**src/rtl/bpu_update.sv**
```systemverilog
// Update side of the branch target tag store / gshare predictor: buffers resolved
// branches, drains them into the tag-store and PHT write ports, and tracks committed history.
module bpu_update #(
   parameter int GHR_W = 8,
   parameter int DEPTH = 4
) (
   input  logic             clk,
   input  logic             reset,
   input  logic             br_valid,
   input  logic [29:0]      br_pc,
   input  logic [GHR_W-1:0] br_index,
   input  logic             br_hit,
   input  logic             br_taken,
   input  logic             br_mispred,
   output logic             br_ready,
   input  logic             upd_stall,
   output logic             btb_wen,
   output logic [GHR_W-1:0] btb_index_w,
   output logic [29:0]      btb_pc_w,
   output logic             pht_wen,
   output logic [GHR_W-1:0] pht_index,
   output logic             pht_taken,
   output logic [GHR_W-1:0] ghr_commit,
   output logic             ghr_restore_valid,
   output logic [GHR_W-1:0] ghr_restore,
   output logic             busy
);

   localparam int AW = $clog2(DEPTH);
   localparam int EW = 30 + GHR_W + 2;
   localparam logic [AW:0] PTR_ONE = {{AW{1'b0}}, 1'b1};

   logic [EW-1:0]    r_mem [DEPTH];
   logic [AW:0]      r_wr_ptr;
   logic [AW:0]      r_rd_ptr;
   logic [GHR_W-1:0] r_ghr;
   logic [GHR_W-1:0] r_restore;
   logic             r_restore_vld;

   logic             w_empty;
   logic             w_full;
   logic             w_push;
   logic             w_pop;
   logic [EW-1:0]    w_head;
   logic [GHR_W-1:0] w_ghr_next;

   // Extra pointer MSB distinguishes full from empty when the address bits match.
   assign w_empty    = (r_wr_ptr == r_rd_ptr);
   assign w_full     = (r_wr_ptr[AW] != r_rd_ptr[AW]) &&
                       (r_wr_ptr[AW-1:0] == r_rd_ptr[AW-1:0]);
   assign w_push     = br_valid && !w_full;
   assign w_pop      = !w_empty && !upd_stall;
   assign w_head     = r_mem[r_rd_ptr[AW-1:0]];
   assign w_ghr_next = {r_ghr[GHR_W-2:0], br_taken};

   // Payload storage carries no reset; the pointers alone define validity.
   always_ff @(posedge clk) begin
      if (w_push) begin
         r_mem[r_wr_ptr[AW-1:0]] <= {br_pc, br_index, br_hit, br_taken};
      end
   end

   always_ff @(posedge clk or posedge reset) begin
      if (reset) begin
         r_wr_ptr <= '0;
         r_rd_ptr <= '0;
      end else begin
         if (w_push) r_wr_ptr <= r_wr_ptr + PTR_ONE;
         if (w_pop)  r_rd_ptr <= r_rd_ptr + PTR_ONE;
      end
   end

   // History follows acceptance order, independent of how fast the FIFO drains.
   always_ff @(posedge clk or posedge reset) begin
      if (reset) begin
         r_ghr         <= '0;
         r_restore     <= '0;
         r_restore_vld <= 1'b0;
      end else begin
         r_restore_vld <= w_push && br_mispred;
         if (w_push) r_ghr <= w_ghr_next;
         if (w_push && br_mispred) r_restore <= w_ghr_next;
      end
   end

   assign br_ready          = !w_full;
   assign busy              = !w_empty;
   assign pht_wen           = w_pop;
   assign pht_index         = w_head[GHR_W+1:2];
   assign pht_taken         = w_head[0];
   assign btb_wen           = w_pop && !w_head[1];
   assign btb_index_w       = w_head[GHR_W+1:2];
   assign btb_pc_w          = w_head[EW-1 -: 30];
   assign ghr_commit        = r_ghr;
   assign ghr_restore_valid = r_restore_vld;
   assign ghr_restore       = r_restore;

endmodule

```
**config.mk**
```make
export PLATFORM = sky130hd
export DESIGN_NAME = bpu_update
export DESIGN_NICKNAME = d
export VERILOG_FILES = /design/src/rtl/bpu_update.sv
export SDC_FILE = /design/constraint.sdc
export NUM_CORES = 1
export LEC_CHECK = 0
export BUFFER_PORTS_ARGS = -buffer_cell sky130_fd_sc_hd__buf_4
export CORE_MARGIN = 1.5
export CORE_UTILIZATION = 40
export CTS_CLUSTER_DIAMETER = 200
export CTS_CLUSTER_SIZE = 24
export DETAILED_ROUTE_END_ITERATION = 8
export SLEW_MARGIN = 20
export SYNTH_ARGS = -nofsm -noshare
export SYNTH_HDL_FRONTEND = slang
export SYNTH_SLANG_ARGS = --single-unit
```
**constraint.sdc**
```tcl
create_clock -name clk -period 3.19 [get_ports clk]
set_input_delay 0.4785 -clock clk [delete_from_list [all_inputs] [get_ports clk]]
set_output_delay 0.4785 -clock clk [all_outputs]
set_load 0.005 [all_outputs]
```
==> results.py, run 1 <==
metrics = {
    "status": {
        "outcome": "finished clean",
    },
    "yosys": {
        "synth_flop_cell": "edfxtp_1",
        "synth_common_cells": "160 x edfxtp_1, 40 x mux4_2, 23 x dfrtp_1",
        "ys_warn_count": 0,
        "ys_seq_area_share_pct": 77.8,
        "syn_avg_cell_area_um2": 23.7,
        "async_flop_share_pct": 12.6,
        "synth_fp_nets": 342,
        "synth_area_leaders": "edfxtp_1 69%, mux4_2 13%, dfrtp_1 8.3%",
        "synth_seq_cells": 183,
        "synth.distinct_cells": 25,
        "synth-edff-count": 160,
        "synth.most_common_cell": "edfxtp_1",
        "yosys.area.top_type": "edfxtp_1",
        "synth_cells": 292,
        "syn-cell-area_um2": 6920,
        "synth_top_area_share_pct": 69.5,
    },
    "die": {
        "dieArea_um2": 18100,
        "initial_core_util_pct": 41.3,
        "rows": 47,
        "die_w_um": 134,
        "pin_count": 113,
        "die_h_um": 134,
        "coreArea_um2": 16800,
    },
    "global_route": {
        "grt_pass1_vias": 3529,
        "track_usage_pct": 14.6,
        "antenna_found_initial": 0,
        "overflow": 0,
        "grt_start_max_net_pins": 41,
        "grt_first_pass_wirelength_um": 19300,
    },
    "route": {
        "totalWireLength_um": 12500,
        "route.detailed.drc": 0,
        "dr.pass1.iters": 4,
        "ant_nets": 0,
        "vias_per_cell": 4.99,
        "post_drt_wl_per_cell_um": 19.4,
        "drt-initial-drc-count": 190,
        "vias": 3210,
    },
    "placed_design": {
        "dp_hpwl_um": 7660,
        "gp_congestion": 0.682,
        "portBuffers": 112,
        "place_inst": 612,
    },
    "finish": {
        "multi_input_area_um2": 1390,
        "area_growth_pct": 24.2,
        "layout.nets": 461,
        "seqCellArea_um2": 5390,
        "fillerInstances": 1348,
        "diodes": 0,
        "final_cells": 643,
        "drive_gt1_share_pct": 51.3,
    },
    "worst_setup_path": {
        "cp.required_ns": 2.71,
        "cp-start-kind": "register",
        "critPathArrivalTime_ns": 2.45,
        "worstPathCellList": "buf_4 -> mux4_2 -> nor2b_1 -> buf_4",
        "path_common_cell": "buf_4",
        "max_stage_delay_ns": 0.68,
        "setup.worst_path.class": "reg -> out",
        "cp_top_family": "flip-flops",
        "cp-end-kind": "output port",
        "crit_buf_inv": 2,
        "cp_max_fo": 25,
        "slowest_stage": "dfrtp_4",
    },
    "sta": {
        "fmax_mhz": 341,
        "period_needed_ns": 2.93,
        "hold_slack_ns": 0.231,
        "final.setup_skew_ns": 0.00645,
        "tightest_slew_ns": 0.846,
        "drv_slew": 0,
        "finalHoldViolations": 0,
        "setup_viol": 0,
        "rsz0062_at_grt": "no",
        "period_share_pct": 91.9,
        "fin_tns_setup_ns": 0,
        "slew_headroom_pct": 43.5,
    },
    "cts": {
        "numCtsBuffers": 17,
        "clock_latency_ns": 0.42,
        "postCtsHoldBufs": 0,
        "clockRootBuffer": "clkbuf_16",
        "tritoncts": "built",
        "cts.repair.resized": 0,
        "cts_sinks": 183,
        "clk_path_buf_depth": 2,
        "cts_max_level": 4,
        "clk_pin_slew_ns": 0.07,
        "post_cts_buffers": 0,
    },
    "job": {
        "cap_violations": 0,
    },
    "min_path": {
        "holdCritPathClass": "in -> async",
    },
    "power": {
        "p_leak_nw": 3.09,
        "ir_drop_v": 0.000536,
        "p_per_area_nw_per_um2": 977,
    },
}
-- cell type report --
class	count	area share, %
clock buffers	17	4.95
well taps	220	3.20
inverters	5	0.218
multi-input cells	85	16.2
repair buffers	119	11.0
clock inverters	14	1.76
flip-flops and latches	183	62.7
-- cells in the final DEF (no fill, tap or decap), types with 5 or more instances in the layout --
cell type and count:
buf_4 115, clkbuf_16 17, dfrtp_1 21, edfxtp_1 160, ha_1 5, mux2_2 10, mux2_4 8, mux4_2 40
xnor2_1 5
-- flip-flops by register name, indices dropped and copies added (netlist names) --
register,cells
ghr_restore,8
r_mem,160
r_rd_ptr,3
r_wr_ptr,3
ghr_restore_valid,1
ghr_commit,8
-- per-layer routing --
layer  global-route usage, %  routed length (um)
met2                    23.4                6260
met1                    18.7                5370
met3                    4.88                 696
met4                    5.38                 139
met5                       0                   0
-- through the flow --
stage	util [%]	setup WS [ns]	cell area, um2	power [mW]
finish	51.3	0.258	8590	8.39
global route	51.3	0.0671	8590	8.85
global placement	47.8	0.619	8010	6.45
floorplan	-	0.729	6920	5.19
detailed placement	47.8	0.610	8010	6.50
CTS	51.3	0.156	8590	8.55
-- power by group --
group          internal [mW]  switching (mW)  leakage (nW)  total [mW]
registers               3.28           0.305          1.74        3.58
clock network           1.16           0.871         0.276        2.03
logic                   1.57            1.21          1.07        2.78
total                   6.01            2.39          3.09        8.39
-- cell families (layout without fill, tap and decap cells) --
logic type | after synthesis | count (layout) | share of synthesized area [%]
XOR/XNOR | 8 | 8 | 1.12
buffers and inverters | 24 | 155 | 2.13
flip-flops | 183 | 183 | 77.8
AND/OR/NAND/NOR | 7 | 7 | 0.615
multiplexers | 59 | 59 | 16.5
AO/OA/AOI/OAI | 6 | 6 | 0.887
adder cells (fa/ha/maj) | 5 | 5 | 0.905
-- worst paths after layout --
path / from / to / slack, ns / cells after the start
max: r_rd_ptr[0] / btb_wen / 0.26 / 4
min: reset / ghr_restore[7] / 0.23 / 2
max reg2reg: r_rd_ptr[0] / r_mem[2][7] / 0.74 / 4
min reg2reg: r_rd_ptr[2] / r_rd_ptr[2] / 0.49 / 1
max in group asynchronous: reset / r_rd_ptr[0] / 2.34 / 2
min in group clk: br_index[2] / r_mem[1][4] / 0.26 / 1
Note: power is estimated with default switching activity, not from simulation.
==> inputs of run 2 (changes only) <==
CORE_UTILIZATION = 30   (was 40)
==> run 2 against run 1 <==
Global-route usage decreased by 2.7 points. Combinational power about the same. First-iteration DRC count decreased by 16%. Sequential share of layout area decreased by 0.15 points. Setup slack improved by 0.20 ns. Sequential power increased by 1%. Final area increased by 0.25%. Critical endpoint is now pht_index[4].
==> results.py, run 2 (synthesis results as in run 1) <==
metrics = {
    "status": {
        "outcome": "finished clean",
    },
    "power": {
        "ir_drop_v": 0.000378,
        "p_per_area_nw_per_um2": 962,
        "p_leak_nw": 3.08,
    },
    "cts": {
        "clock_latency_ns": 0.42,
        "cts.repair.resized": 0,
        "clk_path_buf_depth": 2,
        "postCtsHoldBufs": 0,
        "numCtsBuffers": 17,
        "tritoncts": "built",
        "cts_max_level": 4,
        "cts_sinks": 183,
        "clockRootBuffer": "clkbuf_16",
        "post_cts_buffers": 0,
        "clk_pin_slew_ns": 0.06,
    },
    "route": {
        "vias_per_cell": 4.55,
        "route.detailed.drc": 0,
        "post_drt_wl_per_cell_um": 19.0,
        "drt-initial-drc-count": 160,
        "ant_nets": 0,
        "vias": 3248,
        "totalWireLength_um": 13500,
        "dr.pass1.iters": 4,
    },
    "sta": {
        "rsz0062_at_grt": "no",
        "tightest_slew_ns": 0.909,
        "period_share_pct": 85.6,
        "setup_viol": 0,
        "final.setup_skew_ns": 0.00611,
        "period_needed_ns": 2.73,
        "slew_headroom_pct": 39.3,
        "hold_slack_ns": 0.260,
        "drv_slew": 0,
        "fmax_mhz": 366,
        "fin_tns_setup_ns": 0,
        "finalHoldViolations": 0,
    },
    "placed_design": {
        "dp_hpwl_um": 8820,
        "portBuffers": 112,
        "gp_congestion": 0.706,
    },
    "global_route": {
        "grt_first_pass_wirelength_um": 20700,
        "grt_pass1_vias": 3595,
        "overflow": 0,
        "track_usage_pct": 11.9,
        "antenna_found_initial": 0,
        "grt_start_max_net_pins": 25,
    },
    "worst_setup_path": {
        "cp.required_ns": 2.71,
        "critPathArrivalTime_ns": 2.25,
        "setup.worst_path.class": "reg -> out",
        "cp_max_fo": 24,
        "cp-start-kind": "register",
        "cp-end-kind": "output port",
    },
    "finish": {
        "layout_commonest_cell": "edfxtp_1",
        "drive_gt1_share_pct": 50.0,
        "final_cell_mix": "160 x edfxtp_1, 125 x buf_4, 40 x mux4_2, 21 x dfrtp_1, 17 x clkbuf_16",
        "largest_reg_flops": 160,
        "fillerInstances": 2031,
        "area_growth_pct": 24.5,
        "layout.nets": 467,
    },
    "die": {
        "die_w_um": 155,
        "pin_count": 113,
        "coreArea_um2": 22600,
        "die_h_um": 155,
        "rows": 55,
        "dieArea_um2": 24000,
        "initial_core_util_pct": 30.5,
    },
    "min_path": {
        "holdCritPathClass": "in -> reg",
    },
    "job": {
        "cap_violations": 0,
    },
}
==> run 2: final timing paths <==
path | to | start | cells after the start | slack [ns]
max | pht_index[4] | r_rd_ptr[0] | 3 | 0.46
min | r_mem[3][4] | br_index[2] | 1 | 0.26
max reg2reg | r_mem[0][32] | r_rd_ptr[0] | 4 | 0.86
min reg2reg | r_rd_ptr[2] | r_rd_ptr[2] | 1 | 0.52
max in group asynchronous | r_rd_ptr[0] | reset | 2 | 2.26
min in group asynchronous | ghr_commit[2] | reset | 2 | 0.27
==> run 2: cell type report <==
type / instances / area [um2] / area share, %
sequential: 183 / 5390 / 62.5
multi-input combinational: 85 / 1390 / 16.2
timing repair buffer: 125 / 938 / 10.9
clock buffer: 20 / 437 / 5.07
tap: 285 / 357 / 4.14
clock inverter: 10 / 82.6 / 0.959
inverter: 5 / 18.8 / 0.218
antenna: 1 / 2.50 / 0.0291
==> run 2: worst max-delay path, stage by stage, from the launching register on <==
cell	delay, ns
dfrtp_4	0.75
buf_4	0.35
mux4_2	0.57
buf_4	0.16
==> run 2: power by group <==
part / internal [mW] / switching, mW / total, mW
sequential: 3.28 / 0.353 / 3.63
clock: 1.06 / 0.835 / 1.89
combinational: 1.56 / 1.20 / 2.76
==> run 2: per-layer routing <==
layer,global-route usage [%],vias up,routed length [um]
li1,-,1446,-
met1,14.6,1709,5840
met2,19.4,79,6720
met3,3.87,14,787
met4,4.95,0,186
met5,0,-,0
==> run 2: per-stage QoR <==
stage / power (mW) / setup slack [ns] / std cells / area, um2 / util [%]
after floorplan: 5.19 / 0.729 / 292 / 6920 / -
after global placement: 6.46 / 0.830 / 683 / 8090 / 35.7
after detailed placement: 6.54 / 0.805 / 683 / 8090 / 35.7
after CTS: 8.45 / 0.374 / 713 / 8610 / 38.0
after global routing: 8.76 / 0.288 / 713 / 8610 / 38.0
final: 8.28 / 0.461 / 714 / 8610 / 38.0
==> inputs of run 3 (changes only) <==
clock period = 2.6 ns   (was 3.19 ns; I/O delays follow)
==> run 3 against run 2 <==
Clock skew up 0.0024 ns. Utilization is 0.51 points higher. Final area grew 1.3%. Clock power increased by 33%. Setup slack got worse by 0.26 ns. Cell count is the same. Largest cell class unchanged. Largest power group unchanged.
==> results.py, run 3 (synthesis results as in run 1) <==
metrics = {
    "worst_setup_path": {
        "cp-start-kind": "register",
        "reg2reg_from": "r_rd_ptr[0]",
        "crit_buf_inv": 2,
        "reg2reg_depth": 4,
        "cp.required_ns": 2.21,
        "r2r_setup_slack_ns": 0.38,
        "cp-end-kind": "output port",
        "r2r-end": "r_mem[3][6]",
        "setup.worst_path.class": "reg -> out",
        "cp_max_fo": 24,
        "worstPathCellList": "buf_8 -> mux4_2 -> nor2b_1 -> buf_4",
        "critPathArrivalTime_ns": 2.01,
        "cp_top_family": "multiplexers",
        "max_stage_delay_ns": 0.53,
        "slowest_stage": "mux4_2",
    },
    "finish": {
        "area_growth_pct": 26.2,
        "fin_area_um2": 8730,
        "layout.nets": 465,
        "fillerInstances": 2014,
        "final_cell_mix": "160 x edfxtp_1, 117 x buf_4, 40 x mux4_2, 21 x dfrtp_1, 17 x clkbuf_16",
        "drive_gt1_share_pct": 51.2,
        "multi_input_area_um2": 1390,
        "seqCellArea_um2": 5390,
        "layout_commonest_cell": "edfxtp_1",
        "largest_reg_flops": 160,
    },
    "route": {
        "totalWireLength_um": 13700,
        "ant_nets": 0,
        "post_drt_wl_per_cell_um": 19.2,
        "route.detailed.drc": 0,
        "vias": 3237,
        "dr.pass1.iters": 5,
        "vias_per_cell": 4.53,
        "drt-initial-drc-count": 175,
    },
    "cts": {
        "clk_path_buf_depth": 2,
        "clockRootBuffer": "clkbuf_16",
        "clock_latency_ns": 0.42,
        "tritoncts": "built",
        "cts_max_level": 4,
        "clk_pin_slew_ns": 0.06,
        "numCtsBuffers": 17,
        "cts_sinks": 183,
    },
    "sta": {
        "final.setup_skew_ns": 0.00848,
        "tightest_slew_ns": 0.749,
        "period_needed_ns": 2.40,
        "slew_headroom_pct": 50.0,
        "period_share_pct": 92.2,
        "fin_tns_setup_ns": 0,
        "setup_ws_ns": 0.202,
        "finalHoldViolations": 0,
        "setup_viol": 0,
        "drv_slew": 0,
        "fmax_mhz": 417,
        "rsz0062_at_grt": "no",
    },
    "status": {
        "outcome": "finished clean",
    },
    "die": {
        "die_h_um": 155,
        "pin_count": 113,
        "coreArea_um2": 22600,
        "rows": 55,
        "initial_core_util_pct": 30.5,
        "dieArea_um2": 24000,
        "die_w_um": 155,
    },
    "global_route": {
        "grt_start_max_net_pins": 41,
        "grt_first_pass_wirelength_um": 21000,
        "track_usage_pct": 12.1,
        "grt_pass1_vias": 3549,
        "overflow": 0,
        "antenna_found_initial": 1,
    },
    "job": {
        "cap_violations": 0,
    },
    "placed_design": {
        "dpl_worst_slack_ns": 0.351,
        "dp_hpwl_um": 9110,
        "place_area_um2": 8140,
        "portBuffers": 112,
        "gp_congestion": 0.680,
    },
    "min_path": {
        "holdCritPathClass": "in -> async",
    },
    "power": {
        "ir_drop_v": 0.000528,
        "p_per_area_nw_per_um2": 1200,
        "p_leak_nw": 3.12,
    },
}
## run 3: changes by cell type in the layout (fill, tap and decap cells not counted), moves of 2 or more
cell	delta
clkinv_1	-5
clkinv_4	+2
buf_12	+5
inv_6	+3
buf_4	-8
## run 3: layout make-up
type                            count  share of cell area [%]
Inverter                            5                   0.215
Multi-Input combinational cell     85                    15.9
Timing Repair Buffer              123                    11.4
Clock buffer                       20                    5.00
Tap cell                          285                    4.09
Antenna cell                        1                  0.0287
Sequential cell                   183                    61.7
Clock inverter                     12                    1.63
## run 3: metal layers
layer | track usage (%) | wire (um) | up-vias
li1 | - | - | 1443
met1 | 14.3 | 5730 | 1704
met2 | 20.5 | 7110 | 82
met3 | 4.48 | 780 | 8
met4 | 3.85 | 111 | 0
met5 | 0 | 0 | -
## run 3: what timing repair did
action,4_1_cts,5_1_grt
hold buffers,0,0
setup endpoints to repair,1,1
resized for setup,1,2
buffers inserted,0,0
## run 3: worst max path at each step
| stage | startpoint | endpoint | slack [ns] | depth (start not counted) |
|---|---|---|---|---|
| after CTS | r_rd_ptr[0] | btb_wen | 0.09 | 4 |
| after global placement | r_rd_ptr[0] | r_mem[3][7] | 0.43 | 4 |
| after global routing | r_rd_ptr[0] | btb_wen | 0.04 | 4 |
| after floorplan | r_wr_ptr[2] | r_mem[1][0] | 0.14 | 3 |
| after detailed placement | r_rd_ptr[0] | r_mem[3][26] | 0.35 | 4 |
| final | r_rd_ptr[0] | btb_wen | 0.20 | 4 |
## run 3: worst reg2reg max path: stages (launching register included)
cell	delay, ns
dfrtp_4	0.51
xor2_1	0.22
o311ai_0	0.64
inv_2	0.35
buf_12	0.26
## run 3: power breakdown
group | internal, mW | switching (mW) | total (mW)
clock | 1.43 | 1.08 | 2.52
sequential | 4.02 | 0.302 | 4.33
combinational | 1.99 | 1.62 | 3.61
## run 3: stage by stage
stage	utilization (%)	hold slack, ns	std cells	total power [mW]
after floorplan	-	0.392	292	6.37
after global placement	35.9	0.488	681	8.01
after detailed placement	35.9	0.493	681	8.11
after CTS	38.5	0.122	713	10.7
after global routing	38.5	0.139	713	11.0
final	38.5	0.118	714	10.5
